[config.mk]
export PLATFORM = sky130hd
export DESIGN_NAME = polar_to_cartesian
export DESIGN_NICKNAME = d
export VERILOG_FILES = /design/src/rtl/cordic_pkg.sv /design/src/rtl/polar_quadrant_map.sv /design/src/rtl/polar_to_cartesian.sv
export SDC_FILE = /design/constraint.sdc
export NUM_CORES = 1
export LEC_CHECK = 0
export CORE_ASPECT_RATIO = 1.2
export CORE_MARGIN = 3
export CORE_UTILIZATION = 50
export DETAILED_ROUTE_END_ITERATION = 8
export PLACE_DENSITY_LB_ADDON = 0.2
export SKIP_CTS_REPAIR_TIMING = 1
export SYNTH_ARGS = -nofsm -noshare
export SYNTH_HDL_FRONTEND = slang
export SYNTH_SLANG_ARGS = --single-unit
[constraint.sdc]
create_clock -name clk_i -period 15.12 [get_ports clk_i]
set_clock_uncertainty 0.05 [all_clocks]
set_input_delay 4.536 -clock clk_i [delete_from_list [all_inputs] [get_ports clk_i]]
set_output_delay 4.536 -clock clk_i [all_outputs]
set_load 0.02 [all_outputs]
[src/rtl/cordic_pkg.sv]
// rtl/cordic_pkg.sv - shared types and constants for the polar-to-cartesian CORDIC
// FSM states, inverse-gain pre-scale constant and the arctangent micro-rotation table.
package cordic_pkg;

    typedef enum logic [1:0] {
        IDLE = 2'd0,
        ROT  = 2'd1,
        DONE = 2'd2
    } state_t;

    // 1/CORDIC-gain in Q16, applied to the magnitude before rotation
    localparam logic [15:0] K_Q16 = 16'h9B75;

    // round(atan(2^-i) * 2^16 / (2*pi)); other angle widths rescale from this base
    function automatic int atan_lut(input int i, input int aw);
        int base;
        case (i)
            0:       base = 8192;
            1:       base = 4836;
            2:       base = 2555;
            3:       base = 1297;
            4:       base = 651;
            5:       base = 326;
            6:       base = 163;
            7:       base = 81;
            8:       base = 41;
            9:       base = 20;
            10:      base = 10;
            11:      base = 5;
            12:      base = 3;
            13:      base = 1;
            14:      base = 1;
            default: base = 0;
        endcase
        if (aw >= 16) begin
            return base << (aw - 16);
        end else begin
            return (base + (1 << (15 - aw))) >> (16 - aw);
        end
    endfunction

endpackage

[src/rtl/polar_quadrant_map.sv]
// rtl/polar_quadrant_map.sv - coarse quadrant pre-rotation of the scaled magnitude
// Places m on the axis selected by q, with two guard LSBs appended for the rotation datapath.
module polar_quadrant_map #(
    parameter int DATA_W = 16,
    parameter int XY_W   = DATA_W + 3
) (
    input  logic [DATA_W-1:0] i_mag,
    input  logic [1:0]        i_quad,
    output logic [XY_W-1:0]   o_x0,
    output logic [XY_W-1:0]   o_y0
);

    logic signed [XY_W-1:0] w_pos;
    logic signed [XY_W-1:0] w_neg;

    assign w_pos = XY_W'({1'b0, i_mag, 2'b00});
    assign w_neg = -w_pos;

    always_comb begin
        o_x0 = '0;
        o_y0 = '0;
        case (i_quad)
            2'd0:    o_x0 = w_pos;
            2'd1:    o_y0 = w_pos;
            2'd2:    o_x0 = w_neg;
            default: o_y0 = w_neg;
        endcase
    end

endmodule

[src/rtl/polar_to_cartesian.sv]
// rtl/polar_to_cartesian.sv - iterative rotation-mode CORDIC: (mag, angle) -> signed (x, y)
// One micro-rotation per clock; operands captured at accept, result held until taken.
module polar_to_cartesian
    import cordic_pkg::*;
#(
    parameter int DATA_W  = 16,
    parameter int ANGLE_W = 16,
    parameter int ITER    = 16
) (
    input  logic               clk_i,
    input  logic               rst_ni,
    input  logic               valid_i,
    output logic               ready_o,
    input  logic [DATA_W-1:0]  mag_i,
    input  logic [ANGLE_W-1:0] angle_i,
    output logic               valid_o,
    input  logic               ready_i,
    output logic [DATA_W:0]    x_o,
    output logic [DATA_W:0]    y_o
);

    localparam int XY_W  = DATA_W + 3;
    localparam int CNT_W = (ITER > 1) ? $clog2(ITER) : 1;

    state_t r_state;
    state_t w_next;

    logic signed [XY_W-1:0]    r_x;
    logic signed [XY_W-1:0]    r_y;
    logic signed [ANGLE_W-1:0] r_z;
    logic [CNT_W-1:0]          r_iter;
    logic [DATA_W:0]           r_x_out;
    logic [DATA_W:0]           r_y_out;
    logic                      r_valid;

    logic [DATA_W+15:0]        w_prod;
    logic [DATA_W-1:0]         w_m;
    logic [XY_W-1:0]           w_x0;
    logic [XY_W-1:0]           w_y0;
    logic                      w_d;
    logic                      w_last;
    logic signed [XY_W-1:0]    w_xs;
    logic signed [XY_W-1:0]    w_ys;
    logic signed [XY_W-1:0]    w_x_nx;
    logic signed [XY_W-1:0]    w_y_nx;
    logic signed [ANGLE_W-1:0] w_atan;
    logic signed [ANGLE_W-1:0] w_z_nx;
    logic signed [XY_W-1:0]    w_x_rnd;
    logic signed [XY_W-1:0]    w_y_rnd;

    // Pre-scale by 1/gain so the rotated vector lands on the true magnitude
    assign w_prod = (DATA_W + 16)'(mag_i) * (DATA_W + 16)'(K_Q16);
    assign w_m    = DATA_W'(w_prod >> 16);

    polar_quadrant_map #(
        .DATA_W (DATA_W),
        .XY_W   (XY_W)
    ) u_quadrant_map (
        .i_mag  (w_m),
        .i_quad (angle_i[ANGLE_W-1 -: 2]),
        .o_x0   (w_x0),
        .o_y0   (w_y0)
    );

    assign w_d     = ~r_z[ANGLE_W-1];
    assign w_last  = (r_iter == CNT_W'(ITER - 1));
    assign w_xs    = r_x >>> r_iter;
    assign w_ys    = r_y >>> r_iter;
    assign w_atan  = ANGLE_W'(atan_lut(int'(r_iter), ANGLE_W));
    assign w_x_nx  = w_d ? (r_x - w_ys) : (r_x + w_ys);
    assign w_y_nx  = w_d ? (r_y + w_xs) : (r_y - w_xs);
    assign w_z_nx  = w_d ? (r_z - w_atan) : (r_z + w_atan);
    assign w_x_rnd = w_x_nx + XY_W'(2);
    assign w_y_rnd = w_y_nx + XY_W'(2);

    always_comb begin
        w_next = r_state;
        case (r_state)
            IDLE:    if (valid_i) w_next = ROT;
            ROT:     if (w_last)  w_next = DONE;
            DONE:    if (ready_i) w_next = IDLE;
            default: w_next = IDLE;
        endcase
    end

    always_ff @(posedge clk_i or negedge rst_ni) begin
        if (!rst_ni) begin
            r_state <= IDLE;
        end else begin
            r_state <= w_next;
        end
    end

    always_ff @(posedge clk_i or negedge rst_ni) begin
        if (!rst_ni) begin
            r_x     <= '0;
            r_y     <= '0;
            r_z     <= '0;
            r_iter  <= '0;
            r_x_out <= '0;
            r_y_out <= '0;
            r_valid <= 1'b0;
        end else begin
            case (r_state)
                IDLE: begin
                    if (valid_i) begin
                        r_x    <= w_x0;
                        r_y    <= w_y0;
                        r_z    <= {2'b00, angle_i[ANGLE_W-3:0]};
                        r_iter <= '0;
                    end
                end
                ROT: begin
                    r_x    <= w_x_nx;
                    r_y    <= w_y_nx;
                    r_z    <= w_z_nx;
                    r_iter <= r_iter + CNT_W'(1);
                    // Final micro-rotation feeds the output registers directly
                    if (w_last) begin
                        r_iter  <= '0;
                        r_x_out <= w_x_rnd[DATA_W+2:2];
                        r_y_out <= w_y_rnd[DATA_W+2:2];
                        r_valid <= 1'b1;
                    end
                end
                DONE: begin
                    if (ready_i) r_valid <= 1'b0;
                end
                default: r_valid <= 1'b0;
            endcase
        end
    end

    assign ready_o = (r_state == IDLE);
    assign valid_o = r_valid;
    assign x_o     = r_x_out;
    assign y_o     = r_y_out;

endmodule

==> key figures <==
Synth
  – Synth unique cells: 93
  – Simple-gate area share of the yosys netlist: 14.4%
  – Adder-cell share of the synthesized area: 27.5%
  – Asr flop ratio synth: 100%
  – Synth top area cells: dfrtp_1 (15%), ha_1 (14%), fa_1 (13%)
  – Synthesis warning total: 0
  – Syn nets: 2,162
  – Post-synthesis cell area: between 15,000 and 20,000 um2
  – Seq/Total Area, Yosys: 14.8%
  – Top FF cell, synth: dfrtp_1
  – Post-synthesis mux area share: 9.70%
  – Compound-Gate Fraction of Synth Area: 18.9%
  – Cell with the most instances after synthesis: inv_1
  – Mean cell area of the mapped netlist: 8.75 um2
  – Post-synth top area cell: dfrtp_1
  – #FFs+latches synth: 95
  – Largest family of logic cells by synthesized area: adder cells
  – Post-synth top cells: inv_1 (204), ha_1 (185), nand2_1 (165)
  – Xor and xnor fraction of the mapped netlist area: 7.25%
  – Number of synthesized flops with an enable pin: 0
  – Syn Inst Count: 1,836
  – Yosys top cell area share: between 10 and 15%

Finish
  – Final Cell Area: 17,300 um2
  – Finished Layout Cells: 2,272
  – Share of cells above drive strength 1: 6.20%
  – Layout net count: 2,192
  – Diode count: 0
  – Synth-to-Final Area Change: 7.94%
  – Fill cell count: 2,962

GRT
  – Remaining Overflow, GRT: 0
  – Met3 GRT Util: 2.41%
  – GR Util All Layers: 27.2%
  – Initial antenna violation count: 0
  – First-pass GRT wire length: 74.6 mm
  – GR peak layer: met2
  – Met1 usage: 32.5%
  – Largest net degree at the start of global routing: 66
  – Number of global-route vias before repair: between 10,000 and 15,000
  – Routing usage on met2: 48.0%

Placed design
  – Pre-CTS setup slack: ~2600 ps
  – PortBufs: just over 70
  – Cells after DPL: 2,256
  – GP Congestion: 0.910
  – Post-DP HPWL: 36.7 mm
  – Placement Cell Area: 17,000 um2

Status
  – Status: finished, final reports clean

Clocking
  – CTS tree: done
  – Worst-case clock buffer depth: 2
  – Clock Latency Late Sink: roughly 380 ps
  – Sinks on Clock Net: 95
  – CTS clk-pin slew, worst paths: 80 ps
  – H-Tree Level Count: 3
  – Clock root buffer master: clkbuf_16
  – CTS Buf Count: 9

Routing
  – Routed WL per cell: 20.2 um
  – Routed WL: 45.9 mm
  – Initial DRC count: 1,115
  – Via count: 14,003
  – Via-to-Cell Ratio: 6.16
  – DRC viols: 0
  – Post-route ant nets: 0
  – TritonRoute pass-1 iters: 5

Floorplanning
  – Die Y: 202 um
  – Starting Density: 51.0%
  – # rows: 71
  – Die width: 170 um
  – Io pins: between 70 and 80
  – DIE AREA: 34,300 um2
  – CORE AREA: about 32,000 um2

Critical path
  – Crit-path max FO: 8
  – Top delay family on crit path: adder cells
  – Required @ worst endpoint: 15,300 ps
  – Critical path arrival: 12,330 ps
  – Slowest-stage cell, CP: clkdlybuf4s50_1
  – Crit path top cell by count: inv_1
  – CP Launch Type: input pin
  – Slowest stage delay, CP: between 700 and 800 ps
  – Crit path buffers/inverters: 8
  – Setup crit end kind: register
  – Critical Setup Path Class: input pin to register

STA
  – Worst slew margin: roughly two fifths
  – Worst slew pin tran: slightly above 900 ps
  – Final Max Slew Viols: 0
  – Setup TNS: 0 ps
  – Tmin final: 12,150 ps
  – Tcrit/Tclk final: 80.3%
  – Setup violations, final: 0
  – RSZ-0062 raised after global routing: no
  – Final worst setup slack: 2970 ps
  – Fmax: 82.3 MHz
  – Final hold viol count: 0

Worst hold path
  – Hold Crit Class: register to register

Run
  – Max Cap Viol: 0
-- worst reg2reg max path, cell delays in order, from the launching register on --
cell and delay, ps:
dfrtp_2 340, buf_4 590, inv_1 530, mux2_2 440
mux4_2 520, and3_1 220, and3b_1 180, and2b_1 220
and2_1 190, o32ai_1 220, a21boi_0 140, ha_1 410
nand2_1 100, o21ai_0 500, nor2_1 140, a31oi_1 340
xor2_1 400, nand4b_1 200, or3_1 440, or4_1 430
nand3_1 100
-- cells by family after synthesis --
| logic type | count (synthesis) |
|---|---|
| DFF | 95 |
| muxes | 88 |
| buffers and inverters | 279 |
| adders and majority gates | 290 |
| xor gates and xnor gates | 133 |
| and+or+nand+nor | 486 |
| AOI/OAI and AO/OA | 465 |
-- metrics by stage --
| stage | hold WS (ps) | utilization, % |
|---|---|---|
| floorplan | 406 | - |
| global route | 462 | 55.0 |
| CTS | 437 | 55.0 |
| global placement | 412 | 54.0 |
| finish | 428 | 55.0 |
| detailed placement | 418 | 54.0 |
-- registers in the layout (all words and copies together) (netlist names) --
name and flops:
r_y 19, r_iter 4, y_o 17, valid_o 1
x_o 17, r_x 19, r_z 16, r_state 2
-- per-layer routing --
layer,vias to the layer above,part of all wire [%]
met4,0,6.0
met5,-,0
li1,6591,-
met2,448,50
met1,6838,39
met3,126,4.6
-- cell usage in the layout, fill, tap and decap left out, types with 14 or more instances in the layout --
cell type,n
a21oi_1,114
mux2i_1,26
dfrtp_1,92
buf_4,21
a21o_1,21
fa_1,105
o211ai_1,19
o21a_1,20
ha_1,185
a31oi_1,29
clkdlybuf4s50_1,70
nand2_1,165
nor3_1,34
nor2_1,130
o21ai_0,102
nand3_1,34
inv_1,204
mux4_1,17
xnor2_1,72
nor2b_1,14
and3_1,14
mux4_2,30
xor2_1,61
a211oi_1,23
and2_1,20
-- worst paths after layout --
check,from,to,slack (ps),cells after the start
setup / recovery,mag_i[7],r_x[16],2970,27
hold / removal,y_o[5],y_o[5],430,2
setup reg to reg,r_iter[0],y_o[16],8360,20
hold reg to reg,y_o[5],y_o[5],430,2
max in group asynchronous,rst_ni,r_y[15],9750,2
min in group asynchronous,rst_ni,r_z[12],4140,1
-- cell type report --
type                    count  area, um2  area share (%)
clock buffers               9        225            1.30
clock inverters             7       97.6           0.563
repair buffers             91        858            4.95
inverters                 207        777            4.48
flip-flops and latches     95       2380            13.7
multi-input cells        1462      12500            72.1
well taps                 401        502            2.89
Power is not shown: default switching activity piles up to over one toggle a cycle in this logic, so the estimate is an artifact.
